[src/rtl/rc4_stream_source_if.sv]
// Host-load and core-stream signal bundle for rc4_stream_source.
// The master modport is the stream source itself; slave is the host/core side.
interface rc4_stream_source_if;
  logic       host_key_we;
  logic [7:0] host_key_data;
  logic       host_msg_we;
  logic [7:0] host_msg_data;
  logic       start;
  logic       busy;
  logic       load_err;
  logic       key_valid;
  logic [7:0] key_in;
  logic       plain_read;
  logic       plain_in_valid;
  logic [7:0] plain_in;
  logic       done;

  modport master (
    input  host_key_we, host_key_data, host_msg_we, host_msg_data, start, plain_read,
    output busy, load_err, key_valid, key_in, plain_in_valid, plain_in, done
  );

  modport slave (
    output host_key_we, host_key_data, host_msg_we, host_msg_data, start, plain_read,
    input  busy, load_err, key_valid, key_in, plain_in_valid, plain_in, done
  );
endinterface

[src/rtl/rc4_stream_source.sv]
// Buffers a host-loaded key and plaintext, then bursts the key to the RC4 core and
// serves the core's plaintext read requests one byte per cycle.
module rc4_stream_source #(
  parameter int unsigned KEY_DEPTH = 32,
  parameter int unsigned MSG_DEPTH = 64,
  parameter int unsigned MAW       = 7
) (
  input logic                 clk,
  input logic                 rst,
  rc4_stream_source_if.master bus
);
  localparam int unsigned KAW = $clog2(KEY_DEPTH + 1);
  localparam int unsigned KIW = $clog2(KEY_DEPTH);
  localparam int unsigned MIW = $clog2(MSG_DEPTH);
  localparam logic [KAW-1:0] KeyFull = KAW'(KEY_DEPTH);
  localparam logic [MAW-1:0] MsgFull = MAW'(MSG_DEPTH);

  typedef enum logic [2:0] {StIdle, StKeyOut, StWaitRead, StStream, StFinish} state_e;

  state_e         state_q, state_d;
  logic [KAW-1:0] key_cnt_q, key_cnt_d, key_ptr_q, key_ptr_d;
  logic [MAW-1:0] msg_cnt_q, msg_cnt_d, msg_ptr_q, msg_ptr_d;
  logic           busy_q, busy_d, load_err_q, load_err_d, done_q, done_d;
  logic           key_valid_q, key_valid_d, plain_in_valid_q, plain_in_valid_d;
  logic [7:0]     key_in_q, key_in_d, plain_in_q, plain_in_d;
  logic           key_wr, msg_wr;

  logic [7:0] key_mem [KEY_DEPTH];
  logic [7:0] msg_mem [MSG_DEPTH];

  always_comb begin
    state_d          = state_q;
    key_cnt_d        = key_cnt_q;
    key_ptr_d        = key_ptr_q;
    msg_cnt_d        = msg_cnt_q;
    msg_ptr_d        = msg_ptr_q;
    busy_d           = busy_q;
    load_err_d       = load_err_q;
    done_d           = 1'b0;
    key_valid_d      = 1'b0;
    key_in_d         = 8'h00;
    plain_in_valid_d = 1'b0;
    plain_in_d       = 8'h00;
    key_wr           = 1'b0;
    msg_wr           = 1'b0;

    unique case (state_q)
      StIdle: begin
        if (bus.host_key_we) begin
          if (key_cnt_q < KeyFull) begin
            key_wr    = 1'b1;
            key_cnt_d = key_cnt_q + KAW'(1);
          end else begin
            load_err_d = 1'b1;
          end
        end
        if (bus.host_msg_we) begin
          if (msg_cnt_q < MsgFull) begin
            msg_wr    = 1'b1;
            msg_cnt_d = msg_cnt_q + MAW'(1);
          end else begin
            load_err_d = 1'b1;
          end
        end
        // A write in the start cycle counts, so judge emptiness on the updated count.
        if (bus.start) begin
          if (key_cnt_d == '0) begin
            load_err_d = 1'b1;
          end else begin
            state_d     = StKeyOut;
            busy_d      = 1'b1;
            key_valid_d = 1'b1;
            key_in_d    = (key_cnt_q == '0) ? bus.host_key_data : key_mem[0];
            key_ptr_d   = KAW'(1);
          end
        end
      end
      StKeyOut: begin
        if (key_ptr_q < key_cnt_q) begin
          key_valid_d = 1'b1;
          key_in_d    = key_mem[key_ptr_q[KIW-1:0]];
          key_ptr_d   = key_ptr_q + KAW'(1);
        end else begin
          state_d = StWaitRead;
        end
      end
      StWaitRead: begin
        if (bus.plain_read) begin
          if (msg_cnt_q == '0) begin
            state_d = StFinish;
            busy_d  = 1'b0;
            done_d  = 1'b1;
          end else begin
            state_d          = StStream;
            plain_in_valid_d = 1'b1;
            plain_in_d       = msg_mem[0];
            msg_ptr_d        = MAW'(1);
          end
        end
      end
      StStream: begin
        if (msg_ptr_q == msg_cnt_q) begin
          state_d = StFinish;
          busy_d  = 1'b0;
          done_d  = 1'b1;
        end else if (bus.plain_read) begin
          plain_in_valid_d = 1'b1;
          plain_in_d       = msg_mem[msg_ptr_q[MIW-1:0]];
          msg_ptr_d        = msg_ptr_q + MAW'(1);
        end
      end
      StFinish: begin
        state_d   = StIdle;
        key_cnt_d = '0;
        key_ptr_d = '0;
        msg_cnt_d = '0;
        msg_ptr_d = '0;
      end
      default: state_d = StIdle;
    endcase
  end

  always_ff @(posedge clk or negedge rst) begin
    if (!rst) begin
      state_q          <= StIdle;
      key_cnt_q        <= '0;
      key_ptr_q        <= '0;
      msg_cnt_q        <= '0;
      msg_ptr_q        <= '0;
      busy_q           <= 1'b0;
      load_err_q       <= 1'b0;
      done_q           <= 1'b0;
      key_valid_q      <= 1'b0;
      key_in_q         <= 8'h00;
      plain_in_valid_q <= 1'b0;
      plain_in_q       <= 8'h00;
    end else begin
      state_q          <= state_d;
      key_cnt_q        <= key_cnt_d;
      key_ptr_q        <= key_ptr_d;
      msg_cnt_q        <= msg_cnt_d;
      msg_ptr_q        <= msg_ptr_d;
      busy_q           <= busy_d;
      load_err_q       <= load_err_d;
      done_q           <= done_d;
      key_valid_q      <= key_valid_d;
      key_in_q         <= key_in_d;
      plain_in_valid_q <= plain_in_valid_d;
      plain_in_q       <= plain_in_d;
    end
  end

  // Buffer contents need no reset; the counts alone say what is valid.
  always_ff @(posedge clk) begin
    if (key_wr) key_mem[key_cnt_q[KIW-1:0]] <= bus.host_key_data;
    if (msg_wr) msg_mem[msg_cnt_q[MIW-1:0]] <= bus.host_msg_data;
  end

  assign bus.busy           = busy_q;
  assign bus.load_err       = load_err_q;
  assign bus.done           = done_q;
  assign bus.key_valid      = key_valid_q;
  assign bus.key_in         = key_in_q;
  assign bus.plain_in_valid = plain_in_valid_q;
  assign bus.plain_in       = plain_in_q;
endmodule

[src/flat_wrapper.sv]
// flat-port wrapper written by rule: the top's interface ports become plain ports
module rc4_stream_source_flat 
#(
  parameter int unsigned KEY_DEPTH = 32,
  parameter int unsigned MSG_DEPTH = 64,
  parameter int unsigned MAW       = 7
)
  (clk, rst, bus_host_key_we, bus_host_key_data, bus_host_msg_we, bus_host_msg_data, bus_start, bus_plain_read, bus_busy, bus_load_err, bus_key_valid, bus_key_in, bus_plain_in_valid, bus_plain_in, bus_done);
  rc4_stream_source_if bus_i ();
  input logic clk;
  input logic rst;
  input wire logic [$bits(bus_i.host_key_we)-1:0] bus_host_key_we;
  input wire logic [$bits(bus_i.host_key_data)-1:0] bus_host_key_data;
  input wire logic [$bits(bus_i.host_msg_we)-1:0] bus_host_msg_we;
  input wire logic [$bits(bus_i.host_msg_data)-1:0] bus_host_msg_data;
  input wire logic [$bits(bus_i.start)-1:0] bus_start;
  input wire logic [$bits(bus_i.plain_read)-1:0] bus_plain_read;
  output wire logic [$bits(bus_i.busy)-1:0] bus_busy;
  output wire logic [$bits(bus_i.load_err)-1:0] bus_load_err;
  output wire logic [$bits(bus_i.key_valid)-1:0] bus_key_valid;
  output wire logic [$bits(bus_i.key_in)-1:0] bus_key_in;
  output wire logic [$bits(bus_i.plain_in_valid)-1:0] bus_plain_in_valid;
  output wire logic [$bits(bus_i.plain_in)-1:0] bus_plain_in;
  output wire logic [$bits(bus_i.done)-1:0] bus_done;
  assign bus_i.host_key_we = bus_host_key_we;
  assign bus_i.host_key_data = bus_host_key_data;
  assign bus_i.host_msg_we = bus_host_msg_we;
  assign bus_i.host_msg_data = bus_host_msg_data;
  assign bus_i.start = bus_start;
  assign bus_i.plain_read = bus_plain_read;
  assign bus_busy = bus_i.busy;
  assign bus_load_err = bus_i.load_err;
  assign bus_key_valid = bus_i.key_valid;
  assign bus_key_in = bus_i.key_in;
  assign bus_plain_in_valid = bus_i.plain_in_valid;
  assign bus_plain_in = bus_i.plain_in;
  assign bus_done = bus_i.done;
  rc4_stream_source #(.KEY_DEPTH(KEY_DEPTH), .MSG_DEPTH(MSG_DEPTH), .MAW(MAW)) u_core (.clk(clk), .rst(rst), .bus(bus_i));
endmodule
[config.mk]
export PLATFORM = sky130hd
export DESIGN_NAME = rc4_stream_source_flat
export DESIGN_NICKNAME = d
export VERILOG_FILES = /design/src/rtl/rc4_stream_source_if.sv /design/src/rtl/rc4_stream_source.sv /design/src/flat_wrapper.sv
export SDC_FILE = /design/constraint.sdc
export NUM_CORES = 1
export LEC_CHECK = 0
export BUFFER_PORTS_ARGS = -buffer_cell sky130_fd_sc_hd__buf_2
export CAP_MARGIN = 20
export CELL_PAD_IN_SITES_DETAIL_PLACEMENT = 1
export CELL_PAD_IN_SITES_GLOBAL_PLACEMENT = 1
export CORE_MARGIN = 2
export CORE_UTILIZATION = 55
export DETAILED_ROUTE_END_ITERATION = 16
export PLACE_DENSITY_LB_ADDON = 0.1
export SLEW_MARGIN = 0
export SYNTH_ARGS = -nofsm -noshare
export SYNTH_HDL_FRONTEND = slang
export SYNTH_SLANG_ARGS = --single-unit
[constraint.sdc]
create_clock -name clk -period 2.95 [get_ports clk]
set_input_delay 0 -clock clk [delete_from_list [all_inputs] [get_ports clk]]
set_output_delay 0 -clock clk [all_outputs]
set_load 0.005 [all_outputs]
==> run summary <==
FLOORPLANNING
-----------------------------------------------------------------------------------------------------
Die width                                                                                      248 µm
# IOs                                                                                              43
Die Area                                                                                    61700 µm²
Y dimension of the die                                                                         248 µm
Starting density of the core                                                                    55.6%
Core area                                                                                   59000 µm²
Core Rows                                                                                          89

DRT
-----------------------------------------------------------------------------------------------------
Routed WL per cell                                                                            29.8 µm
Count of antenna-violating nets left after detailed routing                                         0
TritonRoute pass-1 iters                                                                            6
Total wire length after detailed routing                                                     85300 µm
Vias per cell                                                                                    6.25
Via count                                                                                       17900
Number of DRC violations after detailed routing                                                     0
Starting DRC count in detailed routing                                                           1358

TIMING
-----------------------------------------------------------------------------------------------------
Headroom to the max-slew limit                                                                  34.2%
RSZ-0062 raised after global routing                                                               no
Tightest Pin Transition                                                                      0.987 ns
Fin. max-slew vios                                                                                  0
Final setup viols                                                                                   0
Achievable Freq                                                                               347 MHz
Total Negative Setup Slacks                                                                      0 ns
Fin. Hold Viols                                                                                     0
Crit share post-route                                                                           97.6%
Worst Clk Skew                                                                              0.0132 ns
Period minus WS final                                                                         2.88 ns

PWR
-----------------------------------------------------------------------------------------------------
Overall power                                                                                 30.6 mW
Maximum vdd ir drop                                                                            619 µV
Leak                                                                                          12.9 nW
Power per cell area                                                                        804 nW/µm²

CTS
-----------------------------------------------------------------------------------------------------
Number of buffers inserted during clock tree synthesis                                             84
Clk_lat worst skew                                                                            0.62 ns
Post-CTS Repair Setup Buffers                                                                       0
CTS tree                                                                                        built
TritonCTS Sinks                                                                                   818
H-tree depth                                                                                        3
Root buffer cell                                                                         sky130_fd_sc_hd__clkbuf_16
Worst-case clock buffer depth                                                                       3
Clock slew at the register clock pins of the worst setup and hold paths                       0.06 ns

SETUP PATH
-----------------------------------------------------------------------------------------------------
Depth of the worst register-to-register path                                                        6
Critical Path Start                                                                      u_core.msg_ptr_q[0]$_DFFE_PN0P_
Worst-path cell with the longest stage delay                                             sky130_fd_sc_hd__dfrtp_4
Required @ worst endpoint                                                                     3.46 ns
Critical Path Sink Type                                                                     flip-flop
Setup crit start kind                                                                       flip-flop
Critical path type                                                                       flip-flop to flip-flop
Max FO, Critical Path                                                                              21
Arrival time at the worst endpoint                                                            3.39 ns
CP Cell Sequence                                                                         buf_4 -> mux4_2 -> a22o_1 -> a211oi_1 -> a21oi_1 -> a221o_1
Worst flop-to-flop path startpoint                                                       u_core.msg_ptr_q[0]$_DFFE_PN0P_
Highest cell delay on the worst timing path                                                   0.73 ns

SYNTH
-----------------------------------------------------------------------------------------------------
Post-Synthesis Cells                                                                             1763
Main combinational cell family by area after synthesis                                   multiplexers
EDFF count, synth                                                                                 768
Number of unique standard cell types used by synthesis                                             66
Most frequently used flop master after synthesis                                         sky130_fd_sc_hd__edfxtp_1
Sequential fraction of the synthesis area                                                       74.1%
Syn Std Cell Area                                                                           32800 µm²
Number of register bits inferred by synthesis                                                     818
Synthesized-area fraction occupied by and/or/nand/nor cells                                     5.03%
Net count of the mapped netlist                                                                  1798
Post-synthesis async set-or-reset flop share                                                    6.11%
Yosys warning total                                                                                 0
Share of the synthesized netlist area taken by xor and xnor gates                              0.347%
Post-synthesis share of cell area spent on full adders, half adders and majority gates         0.495%
Mux cell area share after synthesis                                                             14.0%
Post-synthesis compound-gate area fraction                                                      4.39%
Mean instance size in the synthesized netlist                                                18.6 µm²

GLOBAL ROUTING
-----------------------------------------------------------------------------------------------------
Via count of the first global-routing pass                                                      19400
GRT Residual Overflow                                                                               0
Pin count of the biggest net entering global routing                                               65
Wire length of the first global-routing pass                                                127000 µm
Initial antenna violation count                                                                     0
Total GRT Usage                                                                                 28.5%

PLACEMENT
-----------------------------------------------------------------------------------------------------
Routability congestion estimate from global placement                                           0.857
HPWL after DPL                                                                               54900 µm
Buffers on Ports                                                                                   42

LAYOUT
-----------------------------------------------------------------------------------------------------
Post-synthesis to final-layout area growth                                                      16.0%
Utilization after layout                                                                        64.5%
Fraction of final layout cells with drive strength greater than 1                               26.1%
Diodes inserted                                                                                     0
Net count of the finished layout                                                                 2051

RUN STATUS
-----------------------------------------------------------------------------------------------------
Outcome                                                                                  finished clean

HOLD PATH
-----------------------------------------------------------------------------------------------------
Tightest Hold Check Type                                                                 input pin to flip-flop
Critical hold path startpoint                                                            bus_host_msg_data[5]
Number of instances on the worst hold path                                                          1

FLOW RUN
-----------------------------------------------------------------------------------------------------
Max_cap viols                                                                                       0

routing by layer:
metal / vias up / GRT usage [%] / part of all wire (%)
met5: - / 0 / 0
met4: 0 / 11.2 / 3.6
met2: 606 / 49.4 / 52
li1: 7662 / - / -
met1: 9437 / 36.8 / 40
met3: 156 / 3.84 / 4.8
synthesized netlist by cell type (all sizes together), types with 15 or more instances:
cell type	instances	share of area [%]
nor3	15	0.23
a21oi	45	0.69
o21ai	37	0.56
nand2b	18	0.34
mux2i	100	3.0
dfrtp	50	3.8
mux4	155	11
a22oi	40	0.91
edfxtp	768	70
nor2b	30	0.57
nand3	28	0.43
buf	50	0.93
clkbuf	47	0.54
and2	18	0.34
nand2	45	0.51
a211oi	32	0.76
inv	15	0.17
nor2	131	1.5
flip-flops by register name, indices dropped and copies added, names as in the netlist:
register,cells
u_core.bus.plain_in,8
u_core.key_ptr_q,6
u_core.key_mem,256
u_core.msg_mem,512
u_core.bus.key_valid,1
u_core.bus.key_in,8
u_core.bus.done,1
u_core.state_q,3
u_core.bus.load_err,1
u_core.msg_ptr_q,7
u_core.key_cnt_q,6
u_core.msg_cnt_q,7
u_core.bus.plain_in_valid,1
u_core.bus.busy,1
repair_timing:
action,in CTS,in global routing
resized for setup,0,1
endpoints found under the hold margin,353,11
hold buffers,16,1
setup endpoints to repair,0,1
layout make-up:
type	instances	area [µm²]
Timing Repair Buffer	264	2040
Sequential cell	818	24300
Clock inverter	52	432
Clock buffer	103	2260
Fill cell	4989	20900
Inverter	15	56.3
Tap cell	773	967
Multi-Input combinational cell	833	7990
worst paths after layout:
kind | endpoint | slack [ns]
min | u_core.msg_mem[37][5]$_DFFE_PP_ | 0.02
min reg2reg | u_core.bus.load_err$_DFFE_PN0P_ | 0.52
max in group asynchronous | u_core.key_cnt_q[2]$_DFFE_PN0P_ | 2.08
max | u_core.bus.plain_in[2]$_DFF_PN0_ | 0.07
min in group asynchronous | u_core.bus.plain_in[0]$_DFF_PN0_ | 0.10
max reg2reg | u_core.bus.plain_in[2]$_DFF_PN0_ | 0.07
power breakdown:
group | switching, mW | internal (mW) | leakage (nW)
Combinational | 3.98 | 3.02 | 4.02
Sequential | 0.305 | 12.9 | 7.51
Clock | 4.39 | 5.97 | 1.32
Total | 8.67 | 21.9 | 12.9
placed cells by master, fill, tap and decap left out, types with 32 or more instances in the layout:
cell type                   count
sky130_fd_sc_hd__buf_2         42
sky130_fd_sc_hd__edfxtp_1     768
sky130_fd_sc_hd__mux2i_1      100
sky130_fd_sc_hd__o21ai_0       32
sky130_fd_sc_hd__mux4_2       144
sky130_fd_sc_hd__buf_4        193
sky130_fd_sc_hd__a21oi_1       45
sky130_fd_sc_hd__a22oi_1       40
sky130_fd_sc_hd__dfrtp_1       44
sky130_fd_sc_hd__clkbuf_16     86
sky130_fd_sc_hd__nor2_1       130
sky130_fd_sc_hd__nand2_1       45
cell families (layout without fill, tap and decap cells):
kind of cell / count (synthesis) / count (layout)
flip-flops: 818 / 818
AND/OR/NAND/NOR: 335 / 335
multiplexers: 262 / 262
AO/OA/AOI/OAI: 210 / 210
buffers and inverters: 112 / 434
adder cells (fa/ha/maj): 13 / 13
XOR/XNOR: 13 / 13
critical path: cells and delay by family, from the launching register on:
family          cells  cell delay (ns)
buf+inv             1             0.29
mux                 1             0.53
compound gates      4             1.20
flops               1             0.73
per-stage QoR:
step | hold slack [ns] | cells | instance area (µm²) | worst slack, ns
after floorplan | -0.296 | 1763 | 32800 | 0.558
after global placement | 0.190 | 2683 | 35200 | 0.171
after detailed placement | 0.182 | 2683 | 35200 | 0.0893
after CTS | 0.0206 | 2854 | 38000 | 0.0769
after global routing | 0.0354 | 2858 | 38100 | 0.0611
final | 0.0170 | 2858 | 38100 | 0.0699
No activity file was read; power rests on OpenSTA's default activity.
